===== src/rtl/hazard_ctrl_if.sv =====
// Port bundle for the hazard controller: pipeline-register taps in, stall/flush/bypass
// controls and perf counters out. master = pipeline side, slave = hazard_ctrl.
interface hazard_ctrl_if #(
  parameter int ADDR_SIZE = 5,
  parameter int CNT_W     = 16
);
  logic                 D_valid;
  logic [ADDR_SIZE-1:0] D_ra, D_rb;
  logic [ADDR_SIZE-1:0] EX_rd, MEM_rd, WB_rd;
  logic                 EX_we, MEM_we, WB_we;
  logic                 EX_ld, EX_mul, EX_br_taken;
  logic                 perf_clr;
  logic                 stall_F, stall_D, stall_EX, flush_D, bubble_EX;
  logic [1:0]           fwd_ra_sel, fwd_rb_sel;
  logic                 mul_busy;
  logic [CNT_W-1:0]     stall_cnt, flush_cnt;

  modport master (
    output D_valid, D_ra, D_rb, EX_rd, MEM_rd, WB_rd, EX_we, MEM_we, WB_we,
           EX_ld, EX_mul, EX_br_taken, perf_clr,
    input  stall_F, stall_D, stall_EX, flush_D, bubble_EX, fwd_ra_sel, fwd_rb_sel,
           mul_busy, stall_cnt, flush_cnt
  );

  modport slave (
    input  D_valid, D_ra, D_rb, EX_rd, MEM_rd, WB_rd, EX_we, MEM_we, WB_we,
           EX_ld, EX_mul, EX_br_taken, perf_clr,
    output stall_F, stall_D, stall_EX, flush_D, bubble_EX, fwd_ra_sel, fwd_rb_sel,
           mul_busy, stall_cnt, flush_cnt
  );
endinterface


===== src/rtl/hazard_ctrl.sv =====
// Pipeline hazard controller: per-source bypass selection, load-use stall/bubble,
// branch flush, multiply occupancy FSM and saturating stall/flush counters.

// One bypass lane per D-stage source; stage order in rd/we is {WB, MEM, EX}.
module hazard_fwd_lane #(
  parameter int ADDR_SIZE = 5
) (
  input  logic                        valid,
  input  logic [ADDR_SIZE-1:0]        src,
  input  logic [2:0][ADDR_SIZE-1:0]   rd,
  input  logic [2:0]                  we,
  input  logic                        ex_ok,
  output logic                        ex_hit,
  output logic [1:0]                  sel
);
  logic [2:0] hit;

  for (genvar s = 0; s < 3; s++) begin : g_hit
    assign hit[s] = valid && we[s] && (rd[s] != '0) && (rd[s] == src);
  end

  // Raw EX hit feeds load-use detection even when EX can't forward.
  assign ex_hit = hit[0];

  always_comb begin
    sel = 2'b00;
    if      (hit[0] && ex_ok) sel = 2'b01;
    else if (hit[1])          sel = 2'b10;
    else if (hit[2])          sel = 2'b11;
  end
endmodule

module hazard_ctrl #(
  parameter int XLEN      = 32,
  parameter int ADDR_SIZE = 5,
  parameter int MUL_LAT   = 3,
  parameter int CNT_W     = 16
) (
  input logic          clk,
  input logic          rst,
  hazard_ctrl_if.slave hz
);
  localparam int                NUM_SRC   = 2;
  localparam int                MCNT_W    = 4;
  localparam bit                MUL_MULTI = (MUL_LAT > 1);
  localparam logic [MCNT_W-1:0] MCNT_INIT = MUL_MULTI ? MCNT_W'(MUL_LAT - 2) : '0;

  if (XLEN < 1 || MUL_LAT < 1 || MUL_LAT > 16) begin : g_bad_param
    $error("hazard_ctrl: MUL_LAT must be 1..16 and XLEN positive");
  end

  typedef enum logic {IDLE, BUSY} mul_state_e;

  mul_state_e                        state, state_nxt;
  logic [MCNT_W-1:0]                 mcnt, mcnt_nxt;
  logic                              mul_stall, lu, br;
  logic                              stall_d, flush_d, bubble_ex, busy;
  logic [NUM_SRC-1:0][ADDR_SIZE-1:0] src;
  logic [2:0][ADDR_SIZE-1:0]         stg_rd;
  logic [2:0]                        stg_we;
  logic [NUM_SRC-1:0]                ex_hit;
  logic [NUM_SRC-1:0][1:0]           fwd_sel;
  logic [CNT_W-1:0]                  stall_q, flush_q;

  // Multiply FSM: state register
  always_ff @(posedge clk or posedge rst) begin
    if (rst) begin
      state <= IDLE;
      mcnt  <= '0;
    end else begin
      state <= state_nxt;
      mcnt  <= mcnt_nxt;
    end
  end

  // Multiply FSM: next state; a new EX_mul while BUSY is deliberately ignored
  always_comb begin
    state_nxt = state;
    mcnt_nxt  = mcnt;
    case (state)
      IDLE: if (hz.EX_mul && MUL_MULTI) begin
        state_nxt = BUSY;
        mcnt_nxt  = MCNT_INIT;
      end
      BUSY: if (mcnt == '0) state_nxt = IDLE;
            else            mcnt_nxt  = mcnt - MCNT_W'(1);
      default: state_nxt = IDLE;
    endcase
  end

  // Kept apart from the output block: the lanes consume it and feed ex_hit back.
  assign mul_stall = ((state == IDLE) && hz.EX_mul && MUL_MULTI) ||
                     ((state == BUSY) && (mcnt != '0));

  assign src    = {hz.D_rb, hz.D_ra};
  assign stg_rd = {hz.WB_rd, hz.MEM_rd, hz.EX_rd};
  assign stg_we = {hz.WB_we, hz.MEM_we, hz.EX_we};

  for (genvar l = 0; l < NUM_SRC; l++) begin : g_lane
    hazard_fwd_lane #(.ADDR_SIZE(ADDR_SIZE)) u_lane (
      .valid  (hz.D_valid),
      .src    (src[l]),
      .rd     (stg_rd),
      .we     (stg_we),
      .ex_ok  (!hz.EX_ld && !mul_stall),
      .ex_hit (ex_hit[l]),
      .sel    (fwd_sel[l])
    );
  end

  // Multiply FSM / hazard outputs; a taken branch overrides load-use
  always_comb begin
    busy      = (state == BUSY);
    lu        = hz.EX_ld && (|ex_hit);
    br        = hz.EX_br_taken && !mul_stall;
    stall_d   = mul_stall || (lu && !br);
    bubble_ex = lu && !br && !mul_stall;
    flush_d   = br;
  end

  always_ff @(posedge clk or posedge rst) begin
    if (rst) begin
      stall_q <= '0;
      flush_q <= '0;
    end else if (hz.perf_clr) begin
      stall_q <= '0;
      flush_q <= '0;
    end else begin
      if (stall_d && (stall_q != '1)) stall_q <= stall_q + CNT_W'(1);
      if (flush_d && (flush_q != '1)) flush_q <= flush_q + CNT_W'(1);
    end
  end

  assign hz.stall_F    = stall_d;
  assign hz.stall_D    = stall_d;
  assign hz.stall_EX   = mul_stall;
  assign hz.flush_D    = flush_d;
  assign hz.bubble_EX  = bubble_ex;
  assign hz.fwd_ra_sel = fwd_sel[0];
  assign hz.fwd_rb_sel = fwd_sel[1];
  assign hz.mul_busy   = busy;
  assign hz.stall_cnt  = stall_q;
  assign hz.flush_cnt  = flush_q;
endmodule


===== src/flat_wrapper.sv =====
// flat-port wrapper written by rule: the top's interface ports become plain ports
module hazard_ctrl_flat 
#(
  parameter int XLEN      = 32,
  parameter int ADDR_SIZE = 5,
  parameter int MUL_LAT   = 3,
  parameter int CNT_W     = 16
)
  (clk, rst, hz_D_valid, hz_D_ra, hz_D_rb, hz_EX_rd, hz_MEM_rd, hz_WB_rd, hz_EX_we, hz_MEM_we, hz_WB_we, hz_EX_ld, hz_EX_mul, hz_EX_br_taken, hz_perf_clr, hz_stall_F, hz_stall_D, hz_stall_EX, hz_flush_D, hz_bubble_EX, hz_fwd_ra_sel, hz_fwd_rb_sel, hz_mul_busy, hz_stall_cnt, hz_flush_cnt);
  hazard_ctrl_if #(.ADDR_SIZE(ADDR_SIZE), .CNT_W(CNT_W)) hz_i ();
  input logic clk;
  input logic rst;
  input wire logic [$bits(hz_i.D_valid)-1:0] hz_D_valid;
  input wire logic [$bits(hz_i.D_ra)-1:0] hz_D_ra;
  input wire logic [$bits(hz_i.D_rb)-1:0] hz_D_rb;
  input wire logic [$bits(hz_i.EX_rd)-1:0] hz_EX_rd;
  input wire logic [$bits(hz_i.MEM_rd)-1:0] hz_MEM_rd;
  input wire logic [$bits(hz_i.WB_rd)-1:0] hz_WB_rd;
  input wire logic [$bits(hz_i.EX_we)-1:0] hz_EX_we;
  input wire logic [$bits(hz_i.MEM_we)-1:0] hz_MEM_we;
  input wire logic [$bits(hz_i.WB_we)-1:0] hz_WB_we;
  input wire logic [$bits(hz_i.EX_ld)-1:0] hz_EX_ld;
  input wire logic [$bits(hz_i.EX_mul)-1:0] hz_EX_mul;
  input wire logic [$bits(hz_i.EX_br_taken)-1:0] hz_EX_br_taken;
  input wire logic [$bits(hz_i.perf_clr)-1:0] hz_perf_clr;
  output wire logic [$bits(hz_i.stall_F)-1:0] hz_stall_F;
  output wire logic [$bits(hz_i.stall_D)-1:0] hz_stall_D;
  output wire logic [$bits(hz_i.stall_EX)-1:0] hz_stall_EX;
  output wire logic [$bits(hz_i.flush_D)-1:0] hz_flush_D;
  output wire logic [$bits(hz_i.bubble_EX)-1:0] hz_bubble_EX;
  output wire logic [$bits(hz_i.fwd_ra_sel)-1:0] hz_fwd_ra_sel;
  output wire logic [$bits(hz_i.fwd_rb_sel)-1:0] hz_fwd_rb_sel;
  output wire logic [$bits(hz_i.mul_busy)-1:0] hz_mul_busy;
  output wire logic [$bits(hz_i.stall_cnt)-1:0] hz_stall_cnt;
  output wire logic [$bits(hz_i.flush_cnt)-1:0] hz_flush_cnt;
  assign hz_i.D_valid = hz_D_valid;
  assign hz_i.D_ra = hz_D_ra;
  assign hz_i.D_rb = hz_D_rb;
  assign hz_i.EX_rd = hz_EX_rd;
  assign hz_i.MEM_rd = hz_MEM_rd;
  assign hz_i.WB_rd = hz_WB_rd;
  assign hz_i.EX_we = hz_EX_we;
  assign hz_i.MEM_we = hz_MEM_we;
  assign hz_i.WB_we = hz_WB_we;
  assign hz_i.EX_ld = hz_EX_ld;
  assign hz_i.EX_mul = hz_EX_mul;
  assign hz_i.EX_br_taken = hz_EX_br_taken;
  assign hz_i.perf_clr = hz_perf_clr;
  assign hz_stall_F = hz_i.stall_F;
  assign hz_stall_D = hz_i.stall_D;
  assign hz_stall_EX = hz_i.stall_EX;
  assign hz_flush_D = hz_i.flush_D;
  assign hz_bubble_EX = hz_i.bubble_EX;
  assign hz_fwd_ra_sel = hz_i.fwd_ra_sel;
  assign hz_fwd_rb_sel = hz_i.fwd_rb_sel;
  assign hz_mul_busy = hz_i.mul_busy;
  assign hz_stall_cnt = hz_i.stall_cnt;
  assign hz_flush_cnt = hz_i.flush_cnt;
  hazard_ctrl #(.XLEN(XLEN), .ADDR_SIZE(ADDR_SIZE), .MUL_LAT(MUL_LAT), .CNT_W(CNT_W)) u_core (.clk(clk), .rst(rst), .hz(hz_i));
endmodule

===== config.mk =====
export PLATFORM = sky130hd
export DESIGN_NAME = hazard_ctrl_flat
export DESIGN_NICKNAME = d
export VERILOG_FILES = /design/src/rtl/hazard_ctrl_if.sv /design/src/rtl/hazard_ctrl.sv /design/src/flat_wrapper.sv
export SDC_FILE = /design/constraint.sdc
export NUM_CORES = 1
export LEC_CHECK = 0
export ABC_AREA = 1
export CAP_MARGIN = 20
export CORE_ASPECT_RATIO = 1.4
export CORE_MARGIN = 2
export CORE_UTILIZATION = 52
export CTS_CLUSTER_SIZE = 14
export DETAILED_ROUTE_END_ITERATION = 10
export PLACE_DENSITY_LB_ADDON = 0.25
export SLEW_MARGIN = 20
export SYNTH_ARGS = -nofsm -noshare
export SYNTH_HDL_FRONTEND = slang
export SYNTH_SLANG_ARGS = --single-unit

===== constraint.sdc =====
create_clock -name clk -period 5.6 [get_ports clk]
set_input_delay 1.12 -clock clk [delete_from_list [all_inputs] [get_ports clk]]
set_output_delay 1.12 -clock clk [all_outputs]
set_load 0.03 [all_outputs]

---- Yosys cells after proc, flatten, opt, wreduce, memory -nomap -nowiden ----
Cells that the tools add are included.
operators by class
  add/sub/neg operators ................... 3
  $mul .................................... 0
  divide/modulo/power cells ............... 0
  order comparisons ....................... 0
  equal/unequal tests ..................... 10
  shift-type cells ........................ 0
  muxes and demuxes ....................... 16
  bitwise operators ....................... 1
  reductions and logical operators ........ 37
operators by type and width
  kind                     count
  $mux W16                 4
  $add A16 B1 Y16 const B  2
  $ne A16 B16 Y1 const B   2
  $eq A5 B5 Y1             6
  $logic_and A1 B1 Y1      23
  $reduce_bool A5 Y1       3
  $mux W2                  6
  $mux W4                  2
  $pmux W4 S2              1
  $logic_not A4 Y1         1
  $ne A2 B2 Y1 const B     2
  $reduce_bool A2 Y1       2
  $reduce_bool A4 Y1       1
  $sub A4 B1 Y4 const B    1
  $logic_not A1 Y1         3
  $logic_or A1 B1 Y1       2
  $mux W1                  2
  $pmux W1 S2              1
  $reduce_and A2 Y1        1
  $reduce_or A2 Y1         1
  $not A1 Y1               1
word-level totals
  flip-flop bits (word level) ............. 37
  latch bits .............................. 0
  bits in writable memories ............... 0
  bits in read-only memories .............. 0
  input port bits ......................... 35
  word-level logic and storage cells ...... 71
  memories kept ........................... 0

---- Longest topological paths before layout ----
Gate-level depths: netlist of run 1.
  depth after elaboration ................. 11
  depth in mapped cells ................... 13

---- By module ----
From an unflattened synthesis of run 1, not the netlist that was laid out.
unflattened totals
  cells, all modules ...................... 513
  area total of the unflattened synthesis .. 3,229.3 um2
modules (own cells, without submodules)
  module           instances  cells an instance  area each (um2)
  hazard_ctrl      1          343                2,503.7
  hazard_fwd_lane  2          85                 362.8

---- Least setup slack after synthesis of run 1 ----
OpenSTA, ideal clock, no wires.
  path kind ............................... in2out
  start ................................... input port hz_EX_mul
  end ..................................... output port hz_stall_F
  arrival ................................. 2.284 ns
  slack ................................... 2.196 ns
  stages .................................. 8
  cells stage by stage .................... nand2_1 > nand2_2 > o21ai_2 > inv_1 > nand2_1 > nand2_2 > buf_2 > buf_4
between the ends
  cells in the longest elaborated chain, start to end .. 7
ends and longest elaborated chain
  element                  RTL line            RTL
  start, declared          flat_wrapper.sv:23  input wire logic [$bits(hz_i.EX_mul)-1:0] hz_EX_mul;
  $logic_and A1 B1 Y1 (*)  hazard_ctrl.sv:92   assign mul_stall = ((state == IDLE) && hz.EX_mul && MUL_MULTI) ||
  $logic_or A1 B1 Y1 (*)   hazard_ctrl.sv:92
  named net hz_stall_EX    flat_wrapper.sv:28  output wire logic [$bits(hz_i.stall_EX)-1:0] hz_stall_EX;
  $logic_not A1 Y1         hazard_ctrl.sv:115  br = hz.EX_br_taken && !mul_stall;
  $logic_and A1 B1 Y1      hazard_ctrl.sv:115
  $logic_not A1 Y1         hazard_ctrl.sv:116  stall_d = mul_stall || (lu && !br);
  $logic_and A1 B1 Y1      hazard_ctrl.sv:116
  $logic_or A1 B1 Y1 (*)   hazard_ctrl.sv:116
  end, declared            flat_wrapper.sv:26  output wire logic [$bits(hz_i.stall_F)-1:0] hz_stall_F;
The timed path passes the listed nets; every way through them passes the cells marked *.

---- Worst setup path after layout of run 1 ----
  start ................................... input port hz_D_ra[0]
  end ..................................... output port hz_stall_D
between the ends
  cells in the longest elaborated chain, start to end .. 6
ends and longest elaborated chain
  element              RTL line            RTL
  start, declared      flat_wrapper.sv:14  input wire logic [$bits(hz_i.D_ra)-1:0] hz_D_ra;
  $eq A5 B5 Y1         hazard_ctrl.sv:19   assign hit[s] = valid && we[s] && (rd[s] != '0) && (rd[s] == src);
  $logic_and A1 B1 Y1  hazard_ctrl.sv:19
  $reduce_or A2 Y1     hazard_ctrl.sv:114  lu = hz.EX_ld && (|ex_hit);
  $logic_and A1 B1 Y1  hazard_ctrl.sv:114
  $logic_and A1 B1 Y1  hazard_ctrl.sv:116
  $logic_or A1 B1 Y1   hazard_ctrl.sv:116
  end, declared        flat_wrapper.sv:27  output wire logic [$bits(hz_i.stall_D)-1:0] hz_stall_D;
Every way passes these cells.

==> flow_metrics.tcl, run 1 <==
set metrics [dict create \
    nets 488 \
    yosysSeqAreaShare_pct 34.12 \
    vias 2721 \
    slew_headroom_pct 68.22 \
    async_reset_ff_share_pct 100.0 \
    status "finished clean" \
    cts_made_buffers 5 \
    ioPinCount 77 \
    synth_largest_area_cell "dfrtp_1" \
    final_common_cell "clkdlybuf4s50_1" \
    worstSetupStartpointType "primary input" \
    ys_ff_latch 37 \
    fin_worst_skew_ps 9.057 \
    port_buffers 76 \
    cp_slowest_cell "clkdlybuf4s50_1" \
    synth_top_area_share_pct 34.12 \
    diodes 0 \
    pre_cts_ws_ps 1203 \
    critical_path_class "in -> out" \
    synth_warnings 0 \
    dieArea_sq_mm 0.005821 \
    maxCapViolCount 0 \
    first_global_vias 2530 \
    root_buffer "clkbuf_8" \
    synth_top_flop_cell "dfrtp_1" \
    viasPerCell 5.273 \
    synth_fp_nets 412 \
    top_usage_layer "met2" \
    leakagePower_nw 1.758 \
    power.switching_mw 0.3862 \
    clockBufferDepth 2 \
    hold_ws_ps 491.5 \
    power_frac_comb_pct 44.3 \
    tns_ps 0 \
    grt_max_degree 48 \
    grt_pass1_wl_um 11210 \
    route.detailed.drc 0 \
    r2r-end "u_core.hz.stall_cnt[1]$_DFFE_PP0P_" \
    p_per_area_mw_per_mm2 258.7 \
    syn_inst 374 \
    drive_gt1_share_pct 5.556 \
    endpoint_kind "output pin" \
    fill_cells 452 \
    cts_tree "yes" \
    crit_path_max_fanout 19 \
    postCtsHoldBufs 0 \
    syn_area_sq_mm 0.002714 \
    cp.depth 9 \
    track_usage_pct 24.51 \
    drt_wl_total_um 6594 \
    multi_input_area_sq_mm 0.001554 \
    cp_cell_sequence "clkdlybuf4s50_1, xnor2_1, nand2_1, nor2_1, nand3_1, nand2_1, nand2_1, nand2_2, clkdlybuf4s50_1" \
    fin_crit_ps 4401 \
    post_cts_buffers 0 \
    seqCellArea_sq_um 925.9 \
    hold_class "reg -> reg" \
    met2_usage_pct 45.74 \
    path_clk_slew_ps 60 \
    worst_slack_ps 1199 \
    rsz0062_at_grt "no" \
    core_area_sq_mm 0.005120 \
    r2r_start "u_core.mcnt[0]$_DFFE_PP0P_" \
    setup_viol 0 \
    mostFrequentLayoutCells "clkdlybuf4s50_1 (76), nand2_1 (73), inv_1 (47)" \
    die_w_um 65.06 \
    r2r_cells 12 \
    power.share.clock_pct 20.1 \
    critical_path_arrival_ps 3280 \
    hpwl_um 5136 \
    rows 31 \
    dr.first_iter.drc_count 274 \
    syn_to_final_growth_pct 32.96 \
    place.gp.congestion 0.8920 \
    antenna_found_initial 0 \
    die_h_um 89.48 \
    required_ps 4480 \
    vdd_drop_max_v 0.0001302 \
    startpoint "hz_D_ra[0]" \
    wl_per_cell_um 12.78 \
    ff2ff_setup_slack_ps 3560 \
    drtAntennaViolNets 0 \
    swShare_pct 41.37 \
    hold_viol 0 \
    cts-resized-gates 0 \
    clk_latency_ps 290 \
    grtUsageMet3_pct 4.030 \
    max_stage_delay_ps 750 \
    period_share_pct 78.60 \
    intPower_mw 0.5473 \
    syn_avg_cell_area_sq_um 7.256 \
    p_seq_share_pct 35.5 \
    critical_path.top_delay_family "buffers and inverters" \
    crit_buf_inv 2 \
    drv_slew 0 \
    worst_pin_slew_ps 473.1 \
    met1_usage_pct 28.47 \
    synth-edff-count 0 \
    max_freq_ghz 0.2272 \
    start_util_pct 53.01 \
    crit_path_frequent_cell "nand2_1" \
    dr.pass1.iters 4 \
    endpoint "hz_stall_D" \
    overflow 0 \
    synth_area_leaders "dfrtp_1 (34%), nand2_1 (10%), xor2_1 (9.4%)" \
    synth_cell_types 32 \
    cts_htree_levels 2 \
    cts.sinks 37 \
]
==> worst min path at each step <==
| stage | startpoint | to | slack (ps) | cells after the start |
|---|---|---|---|---|
| floorplan | u_core.mcnt[2]$_DFFE_PP0P_ | u_core.mcnt[2]$_DFFE_PP0P_ | 460 | 1 |
| global placement | u_core.mcnt[2]$_DFFE_PP0P_ | u_core.mcnt[2]$_DFFE_PP0P_ | 480 | 1 |
| detailed placement | u_core.mcnt[2]$_DFFE_PP0P_ | u_core.mcnt[2]$_DFFE_PP0P_ | 480 | 1 |
| CTS | u_core.mcnt[2]$_DFFE_PP0P_ | u_core.mcnt[2]$_DFFE_PP0P_ | 490 | 1 |
| global route | u_core.mcnt[2]$_DFFE_PP0P_ | u_core.mcnt[2]$_DFFE_PP0P_ | 530 | 1 |
| finish | u_core.mcnt[2]$_DFFE_PP0P_ | u_core.mcnt[2]$_DFFE_PP0P_ | 490 | 1 |
==> Yosys cell counts (3+ instances only) <==
| library cell | count |
|---|---|
| nor2_1 | 39 |
| nand4_1 | 28 |
| dfrtp_1 | 37 |
| nand2_2 | 7 |
| clkbuf_1 | 3 |
| inv_1 | 47 |
| nand2_1 | 73 |
| a21oi_1 | 10 |
| o21ai_0 | 16 |
| ha_1 | 3 |
| nor3_1 | 6 |
| buf_2 | 4 |
| nand3_1 | 37 |
| xor2_1 | 29 |
| xnor2_1 | 14 |
==> logic make-up (layout without fill, tap and decap cells) <==
family / count (synthesis) / in the layout / share of synthesized area, %
compound gates: 31 / 31 / 6.132
xor+xnor: 43 / 43 / 13.88
fa+ha+maj: 3 / 3 / 1.383
buf+inv: 58 / 134 / 8.622
flops: 37 / 37 / 34.12
simple gates: 202 / 202 / 35.87
==> metrics by stage <==
stage / instances / total power [mW] / instance area, sq um / utilization [%]
final: 516 / 0.9335 / 3608 / 70.48
after detailed placement: 509 / 0.7515 / 3522 / 68.79
after global routing: 516 / 1.004 / 3608 / 70.48
after floorplan: 374 / 0.6123 / 2714 / -
after global placement: 509 / 0.7423 / 3522 / 68.79
after CTS: 516 / 0.9419 / 3608 / 70.48
==> power groups by stage <==
stage               registers [mW]  logic [mW]  clock network [mW]
detailed placement           0.336       0.416                   0
global route                 0.337       0.458               0.208
CTS                          0.332       0.416               0.194
floorplan                    0.366       0.247                   0
global placement             0.336       0.407                   0
finish                       0.332       0.414               0.188
==> flip-flops by register name, summed over array words and instances, names as in the netlist <==
signal               flops
u_core.hz.mul_busy       1
u_core.hz.stall_cnt     16
u_core.mcnt              4
u_core.hz.flush_cnt     16
==> per-layer routing <==
metal / part of all wire [%] / up-vias
met5: 0 / -
met1: 40 / 1248
met4: 1.8 / 0
met2: 54 / 85
met3: 4.6 / 13
li1: - / 1375
==> layout make-up <==
class | count | area share, %
inverters | 49 | 5.097
flip-flops and latches | 37 | 25.66
repair buffers | 78 | 21.50
clock buffers | 7 | 2.393
well taps | 66 | 2.288
multi-input cells | 279 | 43.07
Note: power is estimated with default switching activity, not from simulation.
==> run 2: changes to the inputs <==
- CORE_UTILIZATION: 52 -> 44
- clock period: 5.6 -> 3.65 ns (I/O delays scaled with it)
==> run 2 against run 1 <==
Via count up 2.2%. Critical endpoint is now hz_fwd_rb_sel[0]. Setup slack worse by 1100 ps. Non-clock buffer count up 3. Largest power group unchanged. Clock skew down 0.95 ps. Flip-flop and latch count unchanged. First-iteration DRC count down 43%. Critical path type unchanged. Sequential share of layout area down 0.21 points. Clock-buffer cell count down 2. Hold slack better by 6.4 ps. Global-route usage down 3.5 points. Core utilization down 8.9 points. Register-to-register slack worse by 1900 ps.
==> flow_metrics.tcl, run 2 (synthesized netlist as in run 1, its figures left out) <==
set metrics [dict create \
    fill_cells 575 \
    routed.top_layer "met4" \
    cts.sinks 37 \
    nets 491 \
    power.share.clock_pct 19.3 \
    antenna_found_initial 0 \
    hold_viol 0 \
    tns_ps 0 \
    wl_per_cell_um 13.59 \
    finalNonFillerCells 524 \
    r2r_cells 13 \
    hpwl_um 5562 \
    met3WireLength_um 316 \
    core_area_sq_mm 0.005904 \
    p_per_area_mw_per_mm2 400.7 \
    track_usage_pct 21.03 \
    worstSetupStartpointType "primary input" \
    clk_latency_ps 290 \
    dr.first_iter.drc_count 155 \
    critical_path_class "in -> out" \
    power_frac_comb_pct 45.8 \
    hold_class "reg -> reg" \
    vias 2780 \
    required_ps 2920 \
    rsz0062_at_grt "no" \
    clockBufferDepth 2 \
    die_w_um 70.38 \
    start_util_pct 45.96 \
    drtAntennaViolNets 0 \
    postCtsHoldBufs 0 \
    place_area_sq_mm 0.003550 \
    period_share_pct 96.08 \
    port_buffers 76 \
    grt_pass1_wl_um 11760 \
    p_seq_share_pct 34.9 \
    final_common_cell "clkdlybuf4s50_1" \
    dr.pass1.iters 4 \
    leakagePower_nw 1.791 \
    place.gp.congestion 0.9444 \
    first_global_vias 2645 \
    hold_ws_ps 497.9 \
    cts_made_buffers 5 \
    dieArea_sq_mm 0.006821 \
    critical_path_arrival_ps 2780 \
    min_from "u_core.mcnt[2]$_DFFE_PP0P_" \
    whs_endpoint "u_core.mcnt[2]$_DFFE_PP0P_" \
    die_h_um 96.93 \
    rows 33 \
    pre_cts_ws_ps 129.2 \
    vdd_drop_max_v 0.0002017 \
    max_freq_ghz 0.2852 \
    fin_worst_skew_ps 8.106 \
    r2r-end "u_core.hz.stall_cnt[2]$_DFFE_PP0P_" \
    ff2ff_setup_slack_ps 1670 \
    drt_wl_total_um 7121 \
    mostFrequentLayoutCells "clkdlybuf4s50_1 (75), nand2_1 (73), inv_1 (47)" \
    status "finished clean" \
    grt_max_degree 38 \
    worst_slack_ps 143.1 \
    syn_to_final_growth_pct 34.07 \
    crit_path_max_fanout 3 \
    fin_area_sq_mm 0.003638 \
    drv_slew 0 \
    drive_gt1_share_pct 6.608 \
    r2r_start "u_core.mcnt[0]$_DFFE_PP0P_" \
    wl_met1_um 2771 \
    ioPinCount 77 \
    hold_depth 1 \
    wl_met2_um 3803 \
    dp.cells 516 \
    viasPerCell 5.305 \
    fin_crit_ps 3507 \
    path_clk_slew_ps 70 \
    final_core_util_pct 61.62 \
    setup_viol 0 \
    overflow 0 \
    cts_htree_levels 2 \
    seqCellArea_sq_um 925.9 \
    finalPower_mw 1.458 \
    diodes 0 \
    slew_headroom_pct 66.59 \
    swShare_pct 42.22 \
    maxCapViolCount 0 \
    cts_tree "yes" \
    root_buffer "clkbuf_8" \
    intPower_mw 0.8425 \
    power.switching_mw 0.6156 \
    multi_input_area_sq_mm 0.001554 \
    route.detailed.drc 0 \
    worst_pin_slew_ps 497.4 \
    post_cts_buffers 0 \
    endpoint_kind "output pin" \
]
run 2: cell count changes in the layout (fill, tap and decap cells not counted):
cell	previous run	this run
dlymetal6s2s_1	0	1
buf_4	2	5
clkdlybuf4s50_1	76	75
clkbuf_8	6	5
clkinv_2	0	2
clkbuf_1	1	0
clkinvlp_4	0	1
run 2: power by group through the flow:
| stage | Clock (mW) | Sequential [mW] | Combinational [mW] |
|---|---|---|---|
| floorplan | 0 | 0.561 | 0.378 |
| global placement | 0 | 0.515 | 0.657 |
| detailed placement | 0 | 0.518 | 0.670 |
| CTS | 0.296 | 0.510 | 0.674 |
| global route | 0.305 | 0.516 | 0.730 |
| finish | 0.282 | 0.508 | 0.668 |
run 2: per-layer routing:
metal	up-vias	track usage, %
met4	0	9.911
li1	1384	-
met2	91	37.81
met5	-	0
met1	1287	23.68
met3	18	3.333
run 2: final cells by class:
class | count | share of cell area (%)
clock buffers | 5 | 1.891
clock inverters | 3 | 0.4814
inverters | 49 | 5.055
multi-input cells | 279 | 42.71
flip-flops and latches | 37 | 25.45
well taps | 70 | 2.407
repair buffers | 81 | 22.01
run 2: worst max-delay path, stage by stage:
cell and delay (ps):
clkdlybuf4s50_1 550, xnor2_1 140, nand2_1 60, nor2_1 100, nand3_1 100, or3_1 330, nand2_1 90, clkdlybuf4s50_1 670
run 2: how the worst max path moves through the flow:
stage                           start          endpoint
final                     hz_EX_rd[0]  hz_fwd_rb_sel[0]
after global placement     hz_D_ra[1]  hz_fwd_ra_sel[0]
after floorplan             hz_EX_mul        hz_stall_F
after CTS                  hz_D_ra[1]  hz_fwd_ra_sel[0]
after global routing       hz_D_rb[0]  hz_fwd_rb_sel[0]
after detailed placement   hz_D_ra[1]  hz_fwd_ra_sel[0]
run 2: timing repair:
item	CTS	global route
endpoints found under the hold margin	0	0
endpoints found under the setup margin	0	1
gates resized for setup	0	1
